**config.mk**
```make
export PLATFORM = sky130hd
export DESIGN_NAME = data_cache_ctrl
export DESIGN_NICKNAME = d
export VERILOG_FILES = /design/src/rtl/data_cache_ctrl_pkg.sv /design/src/rtl/cache_line_array.sv /design/src/rtl/data_cache_ctrl.sv
export SDC_FILE = /design/constraint.sdc
export NUM_CORES = 1
export LEC_CHECK = 0
export ABC_AREA = 1
export CORE_UTILIZATION = 50
export CTS_CLUSTER_SIZE = 12
export DETAILED_ROUTE_END_ITERATION = 6
export HOLD_SLACK_MARGIN = 0.12
export PLACE_DENSITY = 0.76
export SLEW_MARGIN = 20
export SYNTH_ARGS = -nofsm -noshare
export SYNTH_HDL_FRONTEND = slang
export SYNTH_SLANG_ARGS = --single-unit
```
**constraint.sdc**
```tcl
create_clock -name clk -period 7.2 [get_ports clk]
set_clock_uncertainty 0.2 [all_clocks]
set_input_delay 0.72 -clock clk [delete_from_list [all_inputs] [get_ports clk]]
set_output_delay 0.72 -clock clk [all_outputs]
set_load 0.005 [all_outputs]
```
**src/rtl/data_cache_ctrl_pkg.sv**
```systemverilog
// Shared definitions for the data cache controller: geometry defaults and FSM encoding.
package data_cache_ctrl_pkg;

    localparam int ADDR_W_DEF  = 10;
    localparam int INDEX_W_DEF = 5;
    localparam int DATA_W_DEF  = 32;

    typedef enum logic [1:0] {
        IDLE    = 2'd0,
        RD_MISS = 2'd1,
        WR_THRU = 2'd2,
        DONE    = 2'd3
    } cache_state_e;

endpackage

```
**src/rtl/cache_line_array.sv**
```systemverilog
// Direct-mapped line storage: async read, sync write, valid bits cleared by async reset.
module cache_line_array #(
    parameter int INDEX_W = 5,
    parameter int TAG_W   = 5,
    parameter int DATA_W  = 32
) (
    input  logic               clk,
    input  logic               reset,
    input  logic [INDEX_W-1:0] rd_index,
    output logic               rd_valid,
    output logic [TAG_W-1:0]   rd_tag,
    output logic [DATA_W-1:0]  rd_data,
    input  logic               we,
    input  logic [INDEX_W-1:0] wr_index,
    input  logic [TAG_W-1:0]   wr_tag,
    input  logic [DATA_W-1:0]  wr_data
);

    localparam int LINES = 1 << INDEX_W;

    logic [LINES-1:0]  valid_q;
    logic [TAG_W-1:0]  tag_q  [LINES];
    logic [DATA_W-1:0] data_q [LINES];

    always_ff @(posedge clk or negedge reset) begin
        if (!reset) begin
            valid_q <= '0;
        end else if (we) begin
            valid_q[wr_index] <= 1'b1;
        end
    end

    // Tag and data carry no reset; the valid bit alone qualifies them.
    always_ff @(posedge clk) begin
        if (we) begin
            tag_q[wr_index]  <= wr_tag;
            data_q[wr_index] <= wr_data;
        end
    end

    assign rd_valid = valid_q[rd_index];
    assign rd_tag   = tag_q[rd_index];
    assign rd_data  = data_q[rd_index];

endmodule

```
**src/rtl/data_cache_ctrl.sv**
```systemverilog
// Write-through, no-write-allocate, direct-mapped one-word-per-line data cache controller.
// Handshake: stall=1 freezes the CPU with its request held; mem_read/mem_write stay high until a mem_ready strobe.
module data_cache_ctrl
    import data_cache_ctrl_pkg::*;
#(
    parameter int ADDR_W  = ADDR_W_DEF,
    parameter int INDEX_W = INDEX_W_DEF,
    parameter int DATA_W  = DATA_W_DEF
) (
    input  logic              clk,
    input  logic              reset,
    input  logic              cpu_read,
    input  logic              cpu_write,
    input  logic [ADDR_W-1:0] cpu_addr,
    input  logic [DATA_W-1:0] cpu_wdata,
    output logic [DATA_W-1:0] cpu_rdata,
    output logic              stall,
    output logic              mem_read,
    output logic              mem_write,
    output logic [ADDR_W-1:0] mem_addr,
    output logic [DATA_W-1:0] mem_wdata,
    input  logic [DATA_W-1:0] mem_rdata,
    input  logic              mem_ready,
    output cache_state_e      state_dbg
);

    localparam int TAG_W = ADDR_W - INDEX_W;

    cache_state_e state_q, state_d;
    logic [DATA_W-1:0] rdata_q;

    logic [INDEX_W-1:0] index;
    logic [TAG_W-1:0]   tag;
    logic               line_valid;
    logic [TAG_W-1:0]   line_tag;
    logic [DATA_W-1:0]  line_data;
    logic               hit;
    logic               line_we;
    logic [DATA_W-1:0]  line_wdata;
    logic               stall_c, mem_read_c, mem_write_c;
    logic [DATA_W-1:0]  rdata_c;

    assign index = cpu_addr[INDEX_W-1:0];
    assign tag   = cpu_addr[ADDR_W-1:INDEX_W];
    assign hit   = line_valid && (line_tag == tag);

    cache_line_array #(
        .INDEX_W (INDEX_W),
        .TAG_W   (TAG_W),
        .DATA_W  (DATA_W)
    ) u_lines (
        .clk      (clk),
        .reset    (reset),
        .rd_index (index),
        .rd_valid (line_valid),
        .rd_tag   (line_tag),
        .rd_data  (line_data),
        .we       (line_we),
        .wr_index (index),
        .wr_tag   (tag),
        .wr_data  (line_wdata)
    );

    always_ff @(posedge clk or negedge reset) begin
        if (!reset) begin
            state_q <= IDLE;
            rdata_q <= '0;
        end else begin
            state_q <= state_d;
            if (state_q == RD_MISS && mem_ready) begin
                rdata_q <= mem_rdata;
            end
        end
    end

    always_comb begin
        state_d     = state_q;
        stall_c     = 1'b0;
        mem_read_c  = 1'b0;
        mem_write_c = 1'b0;
        mem_addr    = '0;
        mem_wdata   = '0;
        line_we     = 1'b0;
        line_wdata  = cpu_wdata;
        rdata_c     = '0;
        case (state_q)
            IDLE: begin
                // A write wins over a simultaneous read.
                if (cpu_write) begin
                    stall_c = 1'b1;
                    state_d = WR_THRU;
                end else if (cpu_read) begin
                    if (hit) begin
                        rdata_c = line_data;
                    end else begin
                        stall_c = 1'b1;
                        state_d = RD_MISS;
                    end
                end
            end
            RD_MISS: begin
                stall_c    = 1'b1;
                mem_read_c = 1'b1;
                mem_addr   = cpu_addr;
                if (mem_ready) begin
                    line_we    = 1'b1;
                    line_wdata = mem_rdata;
                    state_d    = DONE;
                end
            end
            WR_THRU: begin
                stall_c     = 1'b1;
                mem_write_c = 1'b1;
                mem_addr    = cpu_addr;
                mem_wdata   = cpu_wdata;
                if (mem_ready) begin
                    line_we = hit;
                    state_d = DONE;
                end
            end
            DONE: begin
                rdata_c = rdata_q;
                state_d = IDLE;
            end
            default: state_d = IDLE;
        endcase
    end

    // Reset must silence the CPU-facing and memory strobes even while a request is presented.
    assign stall     = stall_c & reset;
    assign mem_read  = mem_read_c & reset;
    assign mem_write = mem_write_c & reset;
    assign cpu_rdata = reset ? rdata_c : '0;
    assign state_dbg = state_q;

endmodule
```
==> impl_metrics.py, run 1 <==
metrics = {
    "placement": {
        "io_buffers": 157,
        "dp_cells": 4775,
        "post-dp-hpwl_um": 70300,
        "gp_congestion": 0.881,
    },
    "drt": {
        "vias": 31400,
        "drtPass1Iterations": 6,
        "wl_per_cell_um": 27.0,
        "drt-initial-drc-count": 4639,
        "viasPerCell": 6.31,
        "ant_nets": 0,
        "routed_wl_um": 134000,
        "route.detailed.drc": 0,
    },
    "yosys": {
        "synthTopCellsByCount": "edfxtp_1, nand2_1, o22ai_1",
        "synth_fp_nets": 3567,
        "async_flop_share_pct": 5.28,
        "synth_cells": 3483,
        "ys.warnings.count": 0,
        "synth_edf_count": 1184,
        "synth_ff_type": "edfxtp_1",
        "synth_cell_types": 24,
        "synth_top_area_share_pct": 74.5,
        "synth_seq_cells": 1250,
        "synthTopCellsByArea": "edfxtp_1, o22ai_1, nand2_1",
        "post-synth-top-count-cell": "edfxtp_1",
        "yosys.area.top_type": "edfxtp_1",
        "synth_area_mm2": 0.0478,
        "ys_seq_area_share_pct": 77.9,
        "avgSynthCellArea_um2": 13.7,
    },
    "clocking": {
        "numCtsBuffers": 119,
        "cts_tree": "yes",
        "htree_levels": 3,
        "root_buffer": "clkbuf_16",
        "post_cts_resized": 0,
        "cts_buffer_depth": 3,
        "postCtsSetupBuffers": 0,
        "clock_sinks": 1250,
        "post_cts_hold_buffer_count": 1,
        "cts.reportedPaths.clkPinSlew_ns": 0.06,
        "insertion_delay_ns": 0.70,
    },
    "critical_path": {
        "crit_family": "buffers and inverters",
        "ff2ff_setup_slack_ns": 3.14,
        "critPathBufInv": 5,
        "path_max_fanout": 91,
        "worst-endpoint-required_ns": 6.28,
        "worstReg2RegStart": "state_dbg[0]$_DFFE_PN0P_",
        "critPathKind": "in -> out",
        "cp_cell_sequence": "buf_4, inv_2, nor2_1, inv_8, buf_12, o22ai_1, o21ai_0, nand4_1, nor2_1, nand3b_1, a21oi_1, clkdlybuf4s50_1",
        "crit_top_cell": "nor2_1",
        "r2r-end": "u_lines.data_q[17][19]$_DFFE_PP_",
        "start_kind": "input port",
        "cp_slowest_cell": "inv_2",
        "cpPeakStageDelay_ns": 0.56,
        "path_depth": 12,
        "critPathArrivalTime_ns": 4.72,
        "rr_worst_depth": 7,
        "crit_path_end_kind": "output port",
    },
    "sta": {
        "finalSetupViolCount": 0,
        "period_minus_slack_ns": 5.64,
        "max-slew-margin-rel_pct": 22.7,
        "hold_viol": 0,
        "worstMarginPinSlew_ns": 1.16,
        "fmax_ghz": 0.177,
        "final_max_slew_viol_count": 0,
        "finalSetupTns_ns": 0,
        "rsz0062_at_grt": "false",
        "timing.final.crit_share_pct": 78.4,
    },
    "layout": {
        "n_fill_cell": 6933,
        "n_antenna_cell": 0,
        "synthToLayoutAreaGrowth_pct": 15.0,
        "final_nets": 3727,
        "final_cells": 4982,
        "layout-drive-gt1-share_pct": 7.78,
    },
    "grt": {
        "grtUsageTotal_pct": 27.1,
        "grt_max_degree": 156,
        "grt_pass1_wl_um": 193000,
        "grt_antenna_before_repair": 5,
        "grt_pass1_vias": 29700,
        "overflow": 0,
    },
    "worst_hold_path": {
        "min_path_type": "in -> async",
    },
    "floorplanning": {
        "pin_count": 158,
        "std_cell_rows": 112,
        "coreArea_mm2": 0.0940,
        "initial_core_util_pct": 50.8,
        "die_w_um": 311,
        "fp.dieArea_mm2": 0.0967,
        "die_h_um": 311,
    },
    "power": {
        "finalPower_mw": 16.3,
        "power_leakage_nw": 19.0,
        "power.density_mw_per_mm2": 296,
        "ir_drop_mv": 0.219,
    },
    "flow_run": {
        "drv_cap": 0,
    },
    "run_status": {
        "status": "finished clean",
    },
}
==> how the worst max path moves through the flow <==
stage                startpoint                               to
global placement    cpu_addr[0]                     cpu_rdata[8]
global route        cpu_addr[0]                     cpu_rdata[8]
finish              cpu_addr[0]                     cpu_rdata[8]
floorplan           cpu_addr[0]  u_lines.data_q[15][0]$_DFFE_PP_
detailed placement  cpu_addr[0]                     cpu_rdata[8]
CTS                 cpu_addr[0]                     cpu_rdata[8]
==> per-stage QoR <==
step,util (%),hold WS [ns],setup slack [ns],instance area (um2)
2_1_floorplan,-,0.222,2.62,47800
3_3_place_gp,54.6,0.234,1.73,51400
3_5_place_dp,54.6,0.239,1.70,51400
4_1_cts,58.4,0.192,1.59,54900
5_1_grt,58.4,0.212,1.44,54900
6_report,58.4,0.211,1.56,54900
==> registers in the layout, indices dropped and copies added, names as in the netlist <==
name,flops
rdata_q,32
u_lines.data_q,1024
u_lines.valid_q,32
u_lines.tag_q,160
state_dbg,2
==> cell families (layout without fill, tap and decap cells) <==
logic type	count (synthesis)	in the layout	synth area share, %
flops	1250	1250	77.9
compound gates	788	788	9.71
simple gates	1097	1097	9.46
buf+inv	343	588	2.79
fa+ha+maj	5	5	0.131
==> report_power, final <==
part,switching (mW),total [mW],internal [mW]
registers,0.0897,8.59,8.50
logic,1.37,1.88,0.507
clock network,2.56,5.79,3.23
total,4.02,16.3,12.2
==> final cells by class <==
cell class | count | area (um2) | area share, %
multi-input cells | 1890 | 9400 | 17.1
inverters | 130 | 510 | 0.930
repair buffers | 252 | 2700 | 4.92
clock buffers | 193 | 3360 | 6.12
flip-flops and latches | 1250 | 37200 | 67.7
well taps | 1254 | 1570 | 2.86
clock inverters | 13 | 175 | 0.319
==> metal layers <==
metal / wire, um / track usage [%]
met5: 36 / 0
met4: 4390 / 8.73
met3: 19300 / 6.92
met2: 60600 / 41.6
met1: 50000 / 38.0
==> cell usage in the layout (no fill, tap or decap), types with 2 or more instances in the layout <==
| cell | Yosys | final |
|---|---|---|
| nand2_4 | 0 | 2 |
| nand2_1 | 794 | 789 |
| nor2_4 | 0 | 14 |
| clkbuf_16 | 0 | 122 |
| buf_4 | 0 | 62 |
| bufinv_16 | 0 | 2 |
| clkbuf_1 | 150 | 67 |
| ha_1 | 5 | 3 |
| nand4_1 | 65 | 65 |
| clkbuf_8 | 0 | 4 |
| buf_12 | 0 | 34 |
| clkinv_8 | 0 | 3 |
| o21ai_0 | 241 | 241 |
| clkinv_1 | 0 | 6 |
| inv_8 | 0 | 3 |
| a21oi_1 | 34 | 34 |
| clkdlybuf4s50_1 | 0 | 154 |
| dfrtp_1 | 66 | 66 |
| edfxtp_1 | 1184 | 1184 |
| inv_2 | 7 | 23 |
| nor2_1 | 147 | 133 |
| o31ai_1 | 32 | 32 |
| nand3b_1 | 32 | 32 |
| nand2_2 | 0 | 3 |
| inv_1 | 123 | 103 |
| nor3_4 | 0 | 7 |
| ha_2 | 0 | 2 |
| o22ai_1 | 480 | 480 |
| nand3_1 | 48 | 48 |
(Power assumes the default switching activity.)
==> inputs of run 2 (changes only) <==
PLACE_DENSITY = 0.79   (was 0.76)
clock period = 4.56 ns   (was 7.2 ns; I/O delays follow)
==> run 2 against run 1 <==
  * Design area increased by 1.9%
  * Clock power is 56% higher
  * Flip-flop and latch count is the same
==> impl_metrics.py, run 2 (same netlist as run 1, synthesis figures left out) <==
metrics = {
    "run_status": {
        "status": "finished clean",
    },
    "clocking": {
        "root_buffer": "clkbuf_16",
        "clock_sinks": 1250,
        "cts_tree": "yes",
        "numCtsBuffers": 118,
        "insertion_delay_ns": 0.71,
        "cts_buffer_depth": 3,
        "htree_levels": 3,
        "cts.reportedPaths.clkPinSlew_ns": 0.06,
    },
    "placement": {
        "post-dp-hpwl_um": 75100,
        "gp_congestion": 0.895,
        "io_buffers": 157,
        "dpl_cell_area_mm2": 0.0523,
    },
    "worst_hold_path": {
        "hold_path_depth": 3,
        "min_path_type": "in -> reg",
        "whs_endpoint": "rdata_q[8]$_DFFE_PN0P_",
        "min-delay-start": "mem_rdata[8]",
    },
    "critical_path": {
        "worst-endpoint-required_ns": 3.90,
        "critPathKind": "in -> out",
        "critPathArrivalTime_ns": 3.77,
        "ff2ff_setup_slack_ns": 1.05,
        "critPathBufInv": 4,
        "cp_slowest_cell": "clkdlybuf4s50_1",
        "crit_path_end_kind": "output port",
        "cp_cell_sequence": "clkdlybuf4s50_1, buf_4, nor3_4, nand2_1, nand2_1, nor2_1, nand3_1, nand2_1, nor2_1, nand3_2, buf_4, nand3b_1, a21oi_4, clkdlybuf4s50_1",
        "rr_worst_depth": 16,
        "worstReg2RegStart": "u_lines.tag_q[8][1]$_DFFE_PP_",
        "start_kind": "input port",
        "path_max_fanout": 9,
        "r2r-end": "u_lines.data_q[14][14]$_DFFE_PP_",
        "crit_family": "buffers and inverters",
        "cpPeakStageDelay_ns": 0.57,
        "crit_top_cell": "nand2_1",
    },
    "grt": {
        "grt_pass1_vias": 31100,
        "grt_use_met1_pct": 38.6,
        "grt_max_degree": 79,
        "busiest_layer": "met2",
        "met3_usage_pct": 6.34,
        "grt_antenna_before_repair": 6,
        "grtUsageTotal_pct": 28.0,
        "met2_usage_pct": 43.0,
        "grt_pass1_wl_um": 200000,
        "overflow": 0,
    },
    "sta": {
        "period_minus_slack_ns": 4.43,
        "worstMarginPinSlew_ns": 1.15,
        "hold_viol": 0,
        "finalSetupViolCount": 0,
        "fmax_ghz": 0.226,
        "timing.final.crit_share_pct": 97.1,
        "final_max_slew_viol_count": 0,
        "max-slew-margin-rel_pct": 23.3,
    },
    "layout": {
        "final_cell_mix": "edfxtp_1, nand2_1, o22ai_1",
        "top_regs": "u_lines.data_q: 1024 flops, u_lines.tag_q: 160 flops",
        "final_common_cell": "edfxtp_1",
        "final_nets": 3818,
        "top_register": "u_lines.data_q",
        "layout-drive-gt1-share_pct": 9.71,
        "synthToLayoutAreaGrowth_pct": 17.2,
        "n_antenna_cell": 0,
        "fin_util_pct": 59.5,
        "fin_area_mm2": 0.0560,
        "n_fill_cell": 6654,
        "largest_register_ffs": 1024,
        "multi_input_area_mm2": 0.00941,
        "register_area_mm2": 0.0372,
    },
    "power": {
        "power_leakage_nw": 19.5,
        "power.density_mw_per_mm2": 459,
        "ir_drop_mv": 0.370,
    },
    "floorplanning": {
        "fp.dieArea_mm2": 0.0967,
        "die_h_um": 311,
        "coreArea_mm2": 0.0940,
        "die_w_um": 311,
        "std_cell_rows": 112,
        "initial_core_util_pct": 50.8,
        "pin_count": 158,
    },
    "drt": {
        "wl_per_cell_um": 27.3,
        "route.detailed.drc": 0,
        "routed_wl_um": 139000,
        "drt-initial-drc-count": 5059,
        "vias": 32300,
        "drtPass1Iterations": 6,
        "ant_nets": 0,
        "viasPerCell": 6.36,
    },
    "flow_run": {
        "drv_cap": 0,
    },
}
==> run 2: worst max path at each step <==
stage                 from                         endpoint  slack (ns)  depth (start not counted)
2_1_floorplan  cpu_addr[0]  u_lines.data_q[15][0]$_DFFE_PP_        0.24                         18
3_3_place_gp   cpu_addr[0]                    cpu_rdata[26]        0.16                         15
3_5_place_dp   cpu_addr[0]                    cpu_rdata[26]        0.05                         15
4_1_cts        cpu_addr[2]                    cpu_rdata[26]        0.03                         14
5_1_grt        cpu_addr[0]                    cpu_rdata[26]       -0.04                         15
6_report       cpu_addr[2]                    cpu_rdata[26]        0.13                         14
==> run 2: worst reg2reg max path, stage by stage (launching register included) <==
cell and delay [ns]:
edfxtp_1 0.39, nand2_1 0.08, nand2_1 0.05, nand2_1 0.05, nand2_1 0.13, nand2_1 0.12
nand2_1 0.06, nor2_1 0.14, nand2_1 0.07, nand2_1 0.06, nand2_1 0.05, nor2_1 0.17
nand3_2 0.24, o21ai_4 0.35, nand3_1 0.31, nor2_4 0.48, buf_12 0.27
==> run 2: repair_timing <==
item / in CTS / in global routing
gates resized for setup: 0 / 5
setup endpoints to repair: 0 / 24
hold endpoints to repair: 79 / 0
buffers inserted: 0 / 1
hold buffers: 15 / 0
==> run 2: stage by stage <==
stage	std cells	hold slack, ns	total power [mW]	setup TNS, ns	setup WS, ns
final	5075	0.123	25.7	0	0.131
after global routing	5075	0.124	26.4	-0.0355	-0.0355
after CTS	5074	0.120	25.6	0	0.0337
after detailed placement	4852	0.103	16.8	0	0.0487
after global placement	4852	0.101	16.7	0	0.160
after floorplan	3483	-0.0396	15.3	0	0.241
==> run 2: layer usage <==
metal / up-vias / wire [um] / share of wire (%)
li1: 13500 / - / -
met1: 15500 / 49400 / 36
met2: 2778 / 62800 / 45
met3: 489 / 20100 / 14
met4: 6 / 6470 / 4.7
met5: - / 43 / 0.031
==> run 2: power breakdown <==
group	switching, mW	total (mW)	leakage [nW]	internal, mW
combinational	2.21	3.10	6.44	0.887
clock	4.11	9.05	1.65	4.94
sequential	0.143	13.6	11.4	13.4
total	6.47	25.7	19.5	19.2
==> run 2: final cells by class <==
cell class                 instances  share of cell area [%]
tap                             1254                    2.80
timing repair buffer             344                    6.80
sequential                      1250                    66.5
clock inverter                    14                   0.248
clock buffer                     193                    5.92
inverter                         130                   0.921
multi-input combinational       1890                    16.8
